===== src/rtl/prio_irq_ctrl_pkg.sv =====
// Shared FSM encoding and priority-mode constants for the interrupt controller.
package prio_irq_ctrl_pkg;

    typedef enum logic {
        IDLE    = 1'b0,
        PRESENT = 1'b1
    } state_t;

    localparam logic MODE_FIXED = 1'b0;
    localparam logic MODE_RR    = 1'b1;

endpackage


===== src/rtl/prio_irq_ctrl_select.sv =====
// Combinational priority pick: rotate so the highest-priority line sits at the top,
// search for the highest set bit, then rotate the index back.
module prio_select
    import prio_irq_ctrl_pkg::*;
#(
    parameter int unsigned N   = 8,
    parameter int unsigned IDW = $clog2(N)
) (
    input  logic [N-1:0]   cand,
    input  logic [IDW-1:0] rr_ptr,
    input  logic           mode,
    output logic [IDW-1:0] winner,
    output logic           any
);

    logic [IDW-1:0] ptr_c;
    logic [N-1:0]   rot_c;
    int unsigned    sh_c;
    int unsigned    hi_c;
    int unsigned    idx_c;

    // Fixed mode behaves as rotating priority pinned at the top line.
    assign ptr_c = (mode == MODE_RR) ? rr_ptr : IDW'(N - 1);

    always_comb begin
        sh_c  = 32'(ptr_c) + 32'd1;
        rot_c = N'({cand, cand} >> sh_c);
        hi_c  = 32'd0;
        for (int unsigned j = 0; j < N; j++) begin
            if (rot_c[j]) hi_c = j;
        end
        idx_c = hi_c + sh_c;
        if (idx_c >= N) idx_c = idx_c - N;
    end

    assign winner = IDW'(idx_c);
    assign any    = |cand;

endmodule


===== src/rtl/prio_irq_ctrl.sv =====
// Edge-capturing interrupt controller: pending flags, mask, fixed/rotating priority
// winner presented to the control unit through a valid/ack handshake.
module prio_irq_ctrl
    import prio_irq_ctrl_pkg::*;
#(
    parameter int unsigned N           = 8,
    parameter int unsigned IDW         = $clog2(N),
    parameter bit          ROUND_ROBIN = 1'b0
) (
    input  logic           clk,
    input  logic           reset,
    input  logic           enable,
    input  logic [N-1:0]   req,
    input  logic [N-1:0]   mask,
    input  logic           ack,
    output logic           irq_valid,
    output logic [IDW-1:0] irq_id,
    output logic [N-1:0]   pending
);

    localparam logic           MODE     = ROUND_ROBIN ? MODE_RR : MODE_FIXED;
    localparam logic [IDW-1:0] PTR_INIT = IDW'(N - 1);
    localparam logic [N-1:0]   ONE      = N'(1);

    state_t         state_q, state_d;
    logic [N-1:0]   req_q;
    logic [N-1:0]   rise_c;
    logic [N-1:0]   clear_c;
    logic [N-1:0]   cand_c;
    logic [IDW-1:0] rr_ptr_q, rr_ptr_d;
    logic [IDW-1:0] winner_c;
    logic           any_c;
    logic           irq_valid_d;
    logic [IDW-1:0] irq_id_d;

    assign rise_c = req & ~req_q;
    assign cand_c = pending & ~mask;

    prio_select #(
        .N   (N),
        .IDW (IDW)
    ) u_select (
        .cand   (cand_c),
        .rr_ptr (rr_ptr_q),
        .mode   (MODE),
        .winner (winner_c),
        .any    (any_c)
    );

    // A new edge on the bit being cleared wins, so the interrupt is not lost.
    always_ff @(posedge clk or posedge reset) begin
        if (reset) begin
            req_q   <= '0;
            pending <= '0;
        end else begin
            req_q   <= req;
            pending <= (pending & ~clear_c) | rise_c;
        end
    end

    always_ff @(posedge clk or posedge reset) begin
        if (reset) begin
            state_q   <= IDLE;
            irq_valid <= 1'b0;
            irq_id    <= '0;
            rr_ptr_q  <= PTR_INIT;
        end else begin
            state_q   <= state_d;
            irq_valid <= irq_valid_d;
            irq_id    <= irq_id_d;
            rr_ptr_q  <= rr_ptr_d;
        end
    end

    // Once presented, the ID is held until ack regardless of enable, mask or new requests.
    always_comb begin
        state_d     = state_q;
        irq_valid_d = irq_valid;
        irq_id_d    = irq_id;
        rr_ptr_d    = rr_ptr_q;
        clear_c     = '0;
        case (state_q)
            IDLE: begin
                if (enable && any_c) begin
                    state_d     = PRESENT;
                    irq_valid_d = 1'b1;
                    irq_id_d    = winner_c;
                    if (MODE == MODE_RR) begin
                        rr_ptr_d = (winner_c == '0) ? PTR_INIT : winner_c - IDW'(1);
                    end
                end
            end
            PRESENT: begin
                if (ack) begin
                    state_d     = IDLE;
                    irq_valid_d = 1'b0;
                    clear_c     = ONE << irq_id;
                end
            end
            default: state_d = IDLE;
        endcase
    end

endmodule


===== config.mk =====
export PLATFORM = sky130hd
export DESIGN_NAME = prio_irq_ctrl
export DESIGN_NICKNAME = d
export VERILOG_FILES = /design/src/rtl/prio_irq_ctrl_pkg.sv /design/src/rtl/prio_irq_ctrl_select.sv /design/src/rtl/prio_irq_ctrl.sv
export SDC_FILE = /design/constraint.sdc
export NUM_CORES = 1
export LEC_CHECK = 0
export ABC_AREA = 1
export BUFFER_PORTS_ARGS = -buffer_cell sky130_fd_sc_hd__buf_2
export CAP_MARGIN = 10
export CORE_MARGIN = 2
export CORE_UTILIZATION = 35
export CTS_CLUSTER_SIZE = 20
export DETAILED_ROUTE_END_ITERATION = 8
export GPL_TIMING_DRIVEN = 0
export PLACE_DENSITY_LB_ADDON = 0.12
export SYNTH_ARGS = -nofsm -noshare
export SYNTH_HDL_FRONTEND = slang
export SYNTH_SLANG_ARGS = --single-unit

===== constraint.sdc =====
create_clock -name clk -period 1.3 [get_ports clk]
set_clock_uncertainty 0.15 [all_clocks]
set_input_delay 0.26 -clock clk [delete_from_list [all_inputs] [get_ports clk]]
set_output_delay 0.26 -clock clk [all_outputs]
set_load 0.005 [all_outputs]

After elaboration in Yosys (flattened, before gate mapping)
Index checks and enable logic that the tools add are counted.
{ "word_totals": {"reg_bits": 21, "in_bits": 20, "out_inout_bits": 12, "wordCells": 39} }
{ "op_classes": {"add_sub_neg": 2, "order_cmp": 1, "n_eq_ne": 2, "shift": 1, "n_mux": 16, "n_bitwise": 8, "reduce_logical": 4} }
{ "op_table": {"columns": ["operator", "n"], "rows": [
  ["32-bit 2-to-1 mux", 6],
  ["32-bit by 4-bit adder with 32-bit output (second input constant)", 1],
  ["32-bit by 4-bit greater-or-equal comparator with 1-bit output (second input constant)", 1],
  ["8-bit bitwise AND", 3],
  ["8-bit inverter", 3],
  ["8-bit 2-to-1 mux", 2],
  ["8-bit bitwise OR", 1],
  ["8-bit OR reduction", 1],
  ["1-bit by 3-bit << shifter with 8-bit output (first input constant)", 1],
  ["1-bit 2-to-1 mux", 5],
  ["2-bit inequality test (second input constant)", 2],
  ["1-bit case mux with 2 select lines", 2],
  ["2-bit AND reduction", 2],
  ["3-bit 2-to-1 mux", 1],
  ["3-bit by 1-bit subtractor with 3-bit output (second input constant)", 1],
  ["1-bit logical AND", 1],
  ["1-bit inverter", 1]
]} }

Longest topological paths before layout
Gate-level depths: netlist of run 1.
{ "depth": {"ltp_word": 12, "mapped_depth": 10, "ltp_nobuf": 10} }

Cells and area by module
From an unflattened synthesis of run 1, not the netlist that was laid out.
{ "hier_totals": {"cells_unflattened": 216, "hier_area_um2": 1457.6} }
{ "by_module_without_submodules": {"columns": ["module", "instances", "cells_each", "area_per_inst_um2"], "rows": [
  ["prio_irq_ctrl", 1, 105, 864.6],
  ["prio_select", 1, 111, 593.1]
]} }

Worst setup path before layout of run 1
Ideal clock, no wire load.
{ "synth_path": {"kind": "reg-to-reg", "from": "register pending[4]", "to": "register irq_valid", "setup_time_ns": 0.115, "arrival_time_ns": 0.930, "path_slack_ns": 0.105, "stages_incl_launch_ff": 9, "path_buffers": 0, "synth_period_minus_slack_ns": 1.195, "path_cell_list": "dfrtp_1 -> nand2_2 -> nand2_1 -> nor2_2 -> nand2_2 -> nand2_4 -> inv_2 -> nor2_2 -> nor2_1"} }
{ "synth_via": {"elab_chain_cells": 5} }
{ "synth_rtl": {"columns": ["element", "line", "text"], "rows": [
  ["start: declaration", "prio_irq_ctrl.sv:18", "output logic [N-1:0] pending"],
  ["start signal: assignment", "prio_irq_ctrl.sv:57", "pending <= (pending & ~clear_c) | rise_c;"],
  ["8-bit bitwise AND", "prio_irq_ctrl.sv:37", "assign cand_c = pending & ~mask;"],
  ["8-bit OR reduction", "prio_irq_ctrl_select.sv:37", "assign any = |cand;"],
  ["1-bit logical AND", "prio_irq_ctrl.sv:84", "if (enable && any_c) begin"],
  ["2-bit inequality test (no source line)", null, null],
  ["2-bit AND reduction (no source line)", null, null],
  ["end signal: assignment", "prio_irq_ctrl.sv:69", "irq_valid <= irq_valid_d;"],
  ["end: declaration", "prio_irq_ctrl.sv:16", "output logic irq_valid,"]
]} }
No other way between the ends.
A chain may end at the register's enable or synchronous reset.

Final worst setup path of run 1
{ "layout_path": {"from": "register pending[2]", "to": "output port pending[2]"} }
No word-level cell between the ends.

==> results of run 1 <==
==> where the power goes <==
| part | total (W) | internal [W] | switching [W] | leakage [nW] |
|---|---|---|---|---|
| logic | 0.000429 | 0.000197 | 0.000232 | 0.414 |
| registers | 0.000806 | 0.000744 | 0.0000622 | 0.226 |
| clock network | 0.000314 | 0.000120 | 0.000195 | 0.0150 |
| total | 0.00155 | 0.00106 | 0.000489 | 0.655 |
==> cell families (layout without fill, tap and decap cells) <==
kind of cell / Yosys count / count (layout) / share of synthesized area, %
buffers and inverters: 24 / 70 / 10.24
AO/OA/AOI/OAI: 21 / 21 / 12.09
flip-flops: 21 / 21 / 59.74
AND/OR/NAND/NOR: 36 / 36 / 17.92
==> repair_timing <==
action                                 in CTS  in global routing
setup buffers                               2                  1
gates resized for setup                     0                 10
cloned                                      0                  0
endpoints found under the hold margin      29                 21
pin swaps                                   0                  8
setup endpoints to repair                   2                 11
==> through the flow <==
step	setup slack, ps	hold slack, ps	cell area (sq um)	util, %	TNS, ps
after CTS	6.394	-37.72	1194	49.07	0
final	29.36	-70.83	1224	50.31	0
after global routing	-51.60	-10.06	1224	50.31	-186.5
after floorplan	104.6	86.53	879.6	-	0
after detailed placement	21.67	233.1	1072	44.08	0
after global placement	32.11	232.0	1072	44.08	0
==> path summary, 6_finish.rpt <==
path / from / to / cells past startpoint
max in group asynchronous: reset / irq_valid / 2
worst min-delay path: reset / req_q[6] / 2
worst max register to register: pending[7] / irq_id[0] / 8
min in group clk: ack / state_q / 2
worst max-delay path: pending[2] / pending[2] / 1
worst min register to register: req_q[3] / pending[3] / 1
==> flip-flops by register name, summed over array words and instances (netlist names) <==
signal	flops
pending	8
req_q	8
irq_id	3
irq_valid	1
state_q	1
==> metal layers <==
metal  part of all wire, %  wire (microns)  up-vias
met1                    42             813      380
met3                   5.9             112        5
met4                   1.9              36        0
met2                    50             950       23
met5                     0               0        -
li1                      -               -      401
==> cells in the mapped netlist <==
| cell | number | area, sq um |
|---|---|---|
| sky130_fd_sc_hd__nand2_1 | 25 | 93.84 |
| sky130_fd_sc_hd__inv_1 | 23 | 86.33 |
| sky130_fd_sc_hd__dfrtp_1 | 21 | 525.5 |
| sky130_fd_sc_hd__o21ai_0 | 12 | 60.06 |
| sky130_fd_sc_hd__o21ai_1 | 8 | 40.04 |
| sky130_fd_sc_hd__nor2_1 | 4 | 15.01 |
| sky130_fd_sc_hd__nand2_2 | 3 | 18.77 |
| sky130_fd_sc_hd__nor2_2 | 2 | 12.51 |
| sky130_fd_sc_hd__a31oi_1 | 1 | 6.260 |
| sky130_fd_sc_hd__inv_2 | 1 | 3.750 |
| sky130_fd_sc_hd__nand2_4 | 1 | 11.26 |
| sky130_fd_sc_hd__or2_1 | 1 | 6.260 |
==> layout make-up <==
cell class                 instances  area, sq um  area share, %
sequential                        21        525.5          42.94
multi-input combinational         57        286.5          23.42
timing repair buffer              42        257.7          21.06
inverter                          24        90.09          7.362
tap                               30        37.54          3.067
clock buffer                       4        26.28          2.147
==> results_dict.tcl, run 1 <==
set metrics [dict create \
    floorplan.initialDensity_pct 36.16 \
    timing.critical_path.slowest_stage_cell "sky130_fd_sc_hd__dfrtp_1" \
    slew_limit_fails 0 \
    first_iter_violations 15 \
    grt_use_total_pct 14.43 \
    grt_pass1_wl_microns 2960 \
    tritoncts.num_buffers 3 \
    ctsRootBufferMaster "sky130_fd_sc_hd__clkbuf_4" \
    synthesis.area_per_instance_sq_um 8.623 \
    maxSlewHeadroom_pct 47.88 \
    start_kind "flip-flop" \
    run_status "complete, but fails checks" \
    detail_route.vias_per_cell 4.545 \
    finalSetupViolCount 0 \
    vdd_ir_drop_max_uv 814.2 \
    grtUsageMet2_pct 23.90 \
    numPortBuffers 31 \
    synth.ff_latch_count 21 \
    netlist_instances 102 \
    arrival_ps 860 \
    std_cell_rows 18 \
    core_area_sq_um 2432 \
    grt_max_degree 22 \
    critical_path.max_fanout 3 \
    area_delta_synth_final_pct 39.12 \
    cts.sink_count 21 \
    clkSlewWorstSetupHoldPaths_ps 110 \
    route.vias.total 809 \
    worst_setup_path_end_kind "output port" \
    antenna_found_initial 0 \
    postCtsHoldBufs 8 \
    ant_nets 0 \
    final_common_cell "sky130_fd_sc_hd__buf_2" \
    final_cell_mix "31 x sky130_fd_sc_hd__buf_2, 23 x sky130_fd_sc_hd__inv_1, 21 x sky130_fd_sc_hd__dfrtp_1" \
    die_y_microns 54.13 \
    min_period_ps 1271 \
    avgRoutedWirePerCell_microns 10.75 \
    layout-drive-gt1-share_pct 34.46 \
    drv.max_cap_violation_count 0 \
    floorplan.die_area_sq_um 2930 \
    grt_setup_unrepaired "yes" \
    cp_top_family "flip-flops" \
    p_leak_nw 0.6554 \
    timing.critical_path.buf_inv 1 \
    num-nets-final 169 \
    ios 32 \
    worstSetupPathType "flip-flop to output port" \
    antenna_cells 0 \
    postSynthNetCount 122 \
    totalPowerFinal_w 0.001549 \
    detail_route.first_pass.iterations 4 \
    drt_drc 0 \
    rrSetupSlack_ps 50 \
    synth.yosys.warnings 0 \
    syn-cell-area_sq_um 879.6 \
    maximum_level_of_the_cts_h_tree 1 \
    finalWirelength_microns 1913 \
    gr-usage-met3_pct 3.611 \
    die-width_microns 54.13 \
    final.fill_count 256 \
    critical_path_required_ps 890 \
    numPlacedInstances 163 \
    clock_path_buffers 2 \
    power_per_cell_area_nw_per_um2 1266 \
    register_area_share_after_synthesis_pct 59.74 \
    grt_most_used_layer "met2" \
    tritoncts "built" \
    groute.layer.met1.usage_pct 17.63 \
    crit_chain "buf_2" \
    cp_slowest_stage_delay_ps 420 \
    violations "hold timing" \
    overflow 0 \
    detailed_place_hpwl_microns 1413 \
    post_layout_nonfiller_instances 178 \
    min_path_type "primary input to async pin" \
    grt_pass1_vias 701 \
    clock_latency_ps 300 \
    final_hold_viol_count 21 \
    finalHoldWorstSlack_ps -70.83 \
    place_congestion 0.7899 \
    fin_crit_sh_pct 97.74 \
    tightestPinTransition_ps 780.9 \
    maxClockFrequency_mhz 787.0 \
    netlist-cell-type-count 12 \
]
(Power assumes the default switching activity.)
==> run 2, diff against run 1 <==
BUFFER_PORTS_ARGS = -buffer_cell sky130_fd_sc_hd__buf_4   (was -buffer_cell sky130_fd_sc_hd__buf_2)
==> results_dict.tcl, run 2 (synthesis results as in run 1) <==
set metrics [dict create \
    run_status "complete, but fails checks" \
    violations "hold timing" \
    drt_drc 0 \
    grt_pass1_wl_microns 3036 \
    ant_nets 0 \
    clkSlewWorstSetupHoldPaths_ps 110 \
    grt_setup_unrepaired "yes" \
    std_cell_rows 18 \
    clock_path_buffers 2 \
    min_path_type "primary input to async pin" \
    die_y_microns 54.13 \
    finalHoldWorstSlack_ps -66.41 \
    finalWirelength_microns 1929 \
    detailed_place_hpwl_microns 1414 \
    clock_latency_ps 310 \
    power.share.combinational_pct 32.7 \
    tritoncts.num_buffers 3 \
    overflow 0 \
    final_common_cell "sky130_fd_sc_hd__buf_4" \
    num-nets-final 175 \
    grt_max_degree 22 \
    share_clk_of_total_power_pct 18.7 \
    final_cell_mix "33 x sky130_fd_sc_hd__buf_4, 23 x sky130_fd_sc_hd__inv_1, 21 x sky130_fd_sc_hd__dfrtp_1" \
    min_period_ps 1283 \
    relative_contribution_of_sequential_cells_to_total_power_pct 48.6 \
    critical_path.max_fanout 4 \
    worst_setup_path_end_kind "output port" \
    start_kind "flip-flop" \
    p_leak_nw 0.7314 \
    antenna_found_initial 0 \
    layout_top_registers "pending: 8 flops, req_q: 8 flops, irq_id: 3 flops" \
    timing.critical_path.slowest_stage_cell "sky130_fd_sc_hd__dfrtp_1" \
    crit_chain "buf_6" \
    route.vias.total 810 \
    ctsRootBufferMaster "sky130_fd_sc_hd__clkbuf_4" \
    drv.max_cap_violation_count 0 \
    place_congestion 0.7860 \
    pre_cts_slack_ps 13.44 \
    p_sw_w 0.0005115 \
    detail_route.first_pass.iterations 2 \
    final.fill_count 245 \
    slew_limit_fails 0 \
    post-route-worst-setup-slack_ps 16.73 \
    place_area_sq_um 1150 \
    final_hold_viol_count 21 \
    numPortBuffers 31 \
    maxClockFrequency_mhz 779.3 \
    timing.critical_path.buf_inv 1 \
    antenna_cells 0 \
    cp_top_family "flip-flops" \
    totalPowerFinal_w 0.001677 \
    core_area_sq_um 2432 \
    worstSetupPathType "flip-flop to output port" \
    grt_pass1_vias 740 \
    vdd_ir_drop_max_uv 664.3 \
    avgRoutedWirePerCell_microns 10.48 \
    area_delta_synth_final_pct 57.04 \
    critical_path_required_ps 890 \
    floorplan.initialDensity_pct 36.16 \
    power_per_cell_area_nw_per_um2 1214 \
    floorplan.die_area_sq_um 2930 \
    ios 32 \
    tritoncts "built" \
    finalSetupViolCount 0 \
    layout-drive-gt1-share_pct 37.66 \
    die-width_microns 54.13 \
    design_area_sq_um 1381 \
    cp_slowest_stage_delay_ps 430 \
    maximum_level_of_the_cts_h_tree 1 \
    power_switching_share_pct 30.50 \
    internal_power_w 0.001166 \
    detail_route.vias_per_cell 4.402 \
    first_iter_violations 3 \
    fin_crit_sh_pct 98.71 \
    maxSlewHeadroom_pct 48.14 \
    grt_use_total_pct 14.98 \
    cts.sink_count 21 \
    arrival_ps 870 \
    tightestPinTransition_ps 777.0 \
]
==> run 2: final timing paths <==
kind                       startpoint    endpoint  slack, ps  depth (start not counted)
max                        pending[1]  pending[1]         20                          1
min                             reset  pending[6]        -70                          2
max reg2reg                pending[4]   irq_valid         60                          8
min reg2reg                  req_q[1]  pending[1]        270                          1
max in group asynchronous       reset  pending[2]        580                          2
min in group clk                  ack   irq_valid         60                          4
==> run 2: power groups by stage <==
| stage | combinational (W) | sequential (W) | clock [W] |
|---|---|---|---|
| after global routing | 0.000609 | 0.000826 | 0.000352 |
| final | 0.000549 | 0.000815 | 0.000313 |
| after CTS | 0.000464 | 0.000808 | 0.000324 |
| after global placement | 0.000394 | 0.000833 | 0 |
| after floorplan | 0.000185 | 0.000828 | 0 |
| after detailed placement | 0.000404 | 0.000833 | 0 |
==> run 2: cell type report <==
class / instances / area, sq um / area share [%]
sequential: 21 / 525.5 / 38.04
timing repair buffer: 48 / 405.4 / 29.35
multi-input combinational: 57 / 296.5 / 21.47
inverter: 24 / 90.09 / 6.522
tap: 30 / 37.54 / 2.717
clock buffer: 4 / 26.28 / 1.902
==> run 2: layer usage <==
metal / routed length, microns / up-vias / track usage [%]
li1: - / 411 / -
met4: 32 / 0 / 8.750
met2: 950 / 21 / 24.10
met1: 856 / 375 / 18.07
met3: 89 / 3 / 3.611
met5: 0 / - / 0
==> run 2: timing repair <==
item                       CTS  global route
pin swaps                    1            13
hold endpoints to repair    29             1
setup endpoints to repair    4            17
hold buffers                 8             1
setup buffers                2             6
resized for setup            0            19
gates cloned                 0             0
==> run 2: through the flow <==
| stage | std cells | util (%) | setup TNS [ps] | hold WS [ps] |
|---|---|---|---|---|
| floorplan | 102 | - | 0 | 86.53 |
| global placement | 163 | 47.27 | 0 | 228.3 |
| detailed placement | 163 | 47.27 | 0 | 229.7 |
| CTS | 177 | 52.26 | 0 | -27.61 |
| global route | 184 | 56.79 | -202.6 | 0.5137 |
| finish | 184 | 56.79 | 0 | -66.41 |
==> run 3, diff against run 2 <==
CTS_BUF_LIST = sky130_fd_sc_hd__clkbuf_4   (was not set)
==> results_dict.tcl, run 3 (synthesis results as in run 1) <==
set metrics [dict create \
    crit_chain "buf_4" \
    floorplan.die_area_sq_um 2930 \
    detail_route.first_pass.iterations 2 \
    cts.sink_count 21 \
    post-route-worst-setup-slack_ps 14.47 \
    p_sw_w 0.0005137 \
    arrival_ps 880 \
    cp_top_family "flip-flops" \
    setup-tns-final_ps 0 \
    worstReg2RegStart "pending[3]" \
    totalPowerFinal_w 0.001698 \
    finalHoldWorstSlack_ps -67.73 \
    ios 32 \
    maxSlewHeadroom_pct 48.34 \
    grt_max_degree 22 \
    place_area_sq_um 1150 \
    core_area_sq_um 2432 \
    grt_use_total_pct 15.03 \
    maxClockFrequency_mhz 777.9 \
    slew_limit_fails 0 \
    std_cell_rows 18 \
    timing.critical_path.buf_inv 1 \
    post_layout_nonfiller_instances 183 \
    critical_path_required_ps 890 \
    grt_pass1_vias 740 \
    clock_latency_ps 310 \
    numPlacedInstances 163 \
    endpoint "pending[2]" \
    detailed_place_hpwl_microns 1414 \
    ant_nets 0 \
    finalSetupViolCount 0 \
    worst_setup_path_end_kind "output port" \
    place_congestion 0.7860 \
    critical_path.max_fanout 3 \
    cp_num_cells 1 \
    violations "hold timing" \
    first_iter_violations 5 \
    antenna_cells 0 \
    detail_route.vias_per_cell 4.454 \
    final_common_cell "sky130_fd_sc_hd__buf_4" \
    avgRoutedWirePerCell_microns 10.61 \
    drt_drc 0 \
    relative_contribution_of_sequential_cells_to_total_power_pct 48.1 \
    rrSetupSlack_ps 50 \
    p_leak_nw 0.7298 \
    grt_setup_unrepaired "yes" \
    final_cell_mix "32 x sky130_fd_sc_hd__buf_4, 23 x sky130_fd_sc_hd__inv_1, 21 x sky130_fd_sc_hd__dfrtp_1" \
    grt_pass1_wl_microns 3049 \
    pre_cts_slack_ps 13.44 \
    antenna_found_initial 0 \
    tritoncts.num_buffers 3 \
    design_area_sq_um 1378 \
    power.share.combinational_pct 32.2 \
    start_kind "flip-flop" \
    layout_top_registers "pending: 8 flops, req_q: 8 flops, irq_id: 3 flops" \
    num-nets-final 174 \
    power_switching_share_pct 30.25 \
    timing.critical_path.slowest_stage_cell "sky130_fd_sc_hd__dfrtp_1" \
    maximum_level_of_the_cts_h_tree 1 \
    die_y_microns 54.13 \
    clock_path_buffers 2 \
    r2r_end "irq_valid" \
    min_path_type "primary input to async pin" \
    fin_crit_sh_pct 98.89 \
    overflow 0 \
    die-width_microns 54.13 \
    finalWirelength_microns 1942 \
    cp_slowest_stage_delay_ps 420 \
    power_per_cell_area_nw_per_um2 1233 \
    worstSetupPathType "flip-flop to output port" \
    area_delta_synth_final_pct 56.61 \
    internal_power_w 0.001184 \
    layout-drive-gt1-share_pct 37.91 \
    worst_r2r_path_depth 8 \
    route.vias.total 815 \
    tightestPinTransition_ps 774.0 \
    floorplan.initialDensity_pct 36.16 \
    worst_setup_path_startpoint "pending[2]" \
    clkSlewWorstSetupHoldPaths_ps 110 \
    numPortBuffers 31 \
    drv.max_cap_violation_count 0 \
    min_period_ps 1286 \
    tritoncts "built" \
    run_status "complete, but fails checks" \
    vdd_ir_drop_max_uv 670.1 \
    ctsRootBufferMaster "sky130_fd_sc_hd__clkbuf_4" \
    share_clk_of_total_power_pct 19.8 \
    final_hold_viol_count 21 \
]
## run 3: routing by layer
metal  vias up  GRT usage (%)  part of all wire, %
met5         -              0                    0
li1        409              -                    -
met1       382          18.25                   45
met4         0          8.750                  1.5
met2        21          24.10                   49
met3         3          3.611                  4.5
## run 3: final cells by class
type | instances | area [sq um]
Clock buffer | 4 | 30.03
Tap cell | 30 | 37.54
Multi-Input combinational cell | 57 | 296.5
Timing Repair Buffer | 47 | 397.9
Inverter | 24 | 90.09
Fill cell | 242 | 1055
Sequential cell | 21 | 525.5
## run 3: how the worst min path moves through the flow
stage | to
after detailed placement | req_q[4]
after CTS | req_q[4]
final | req_q[2]
after floorplan | irq_id[0]
after global placement | req_q[7]
after global routing | req_q[7]
## run 3: what timing repair did
action | CTS | global route
hold buffers | 8 | 1
setup endpoints to repair | 4 | 18
resized for setup | 0 | 19
endpoints found under the hold margin | 29 | 7
pin swaps | 1 | 12
setup buffers | 2 | 5
## run 3: metrics by stage
step	utilization [%]	hold WS, ps
floorplan	-	86.53
global placement	47.27	228.3
detailed placement	47.27	229.7
CTS	52.42	-27.61
global route	56.64	-2.531
finish	56.64	-67.73
## run 3: power by group through the flow
| stage | sequential, W | combinational, W | clock, W |
|---|---|---|---|
| after floorplan | 0.000828 | 0.000185 | 0 |
| after global placement | 0.000833 | 0.000394 | 0 |
| after detailed placement | 0.000833 | 0.000404 | 0 |
| after CTS | 0.000808 | 0.000464 | 0.000345 |
| after global routing | 0.000827 | 0.000606 | 0.000376 |
| final | 0.000816 | 0.000546 | 0.000335 |
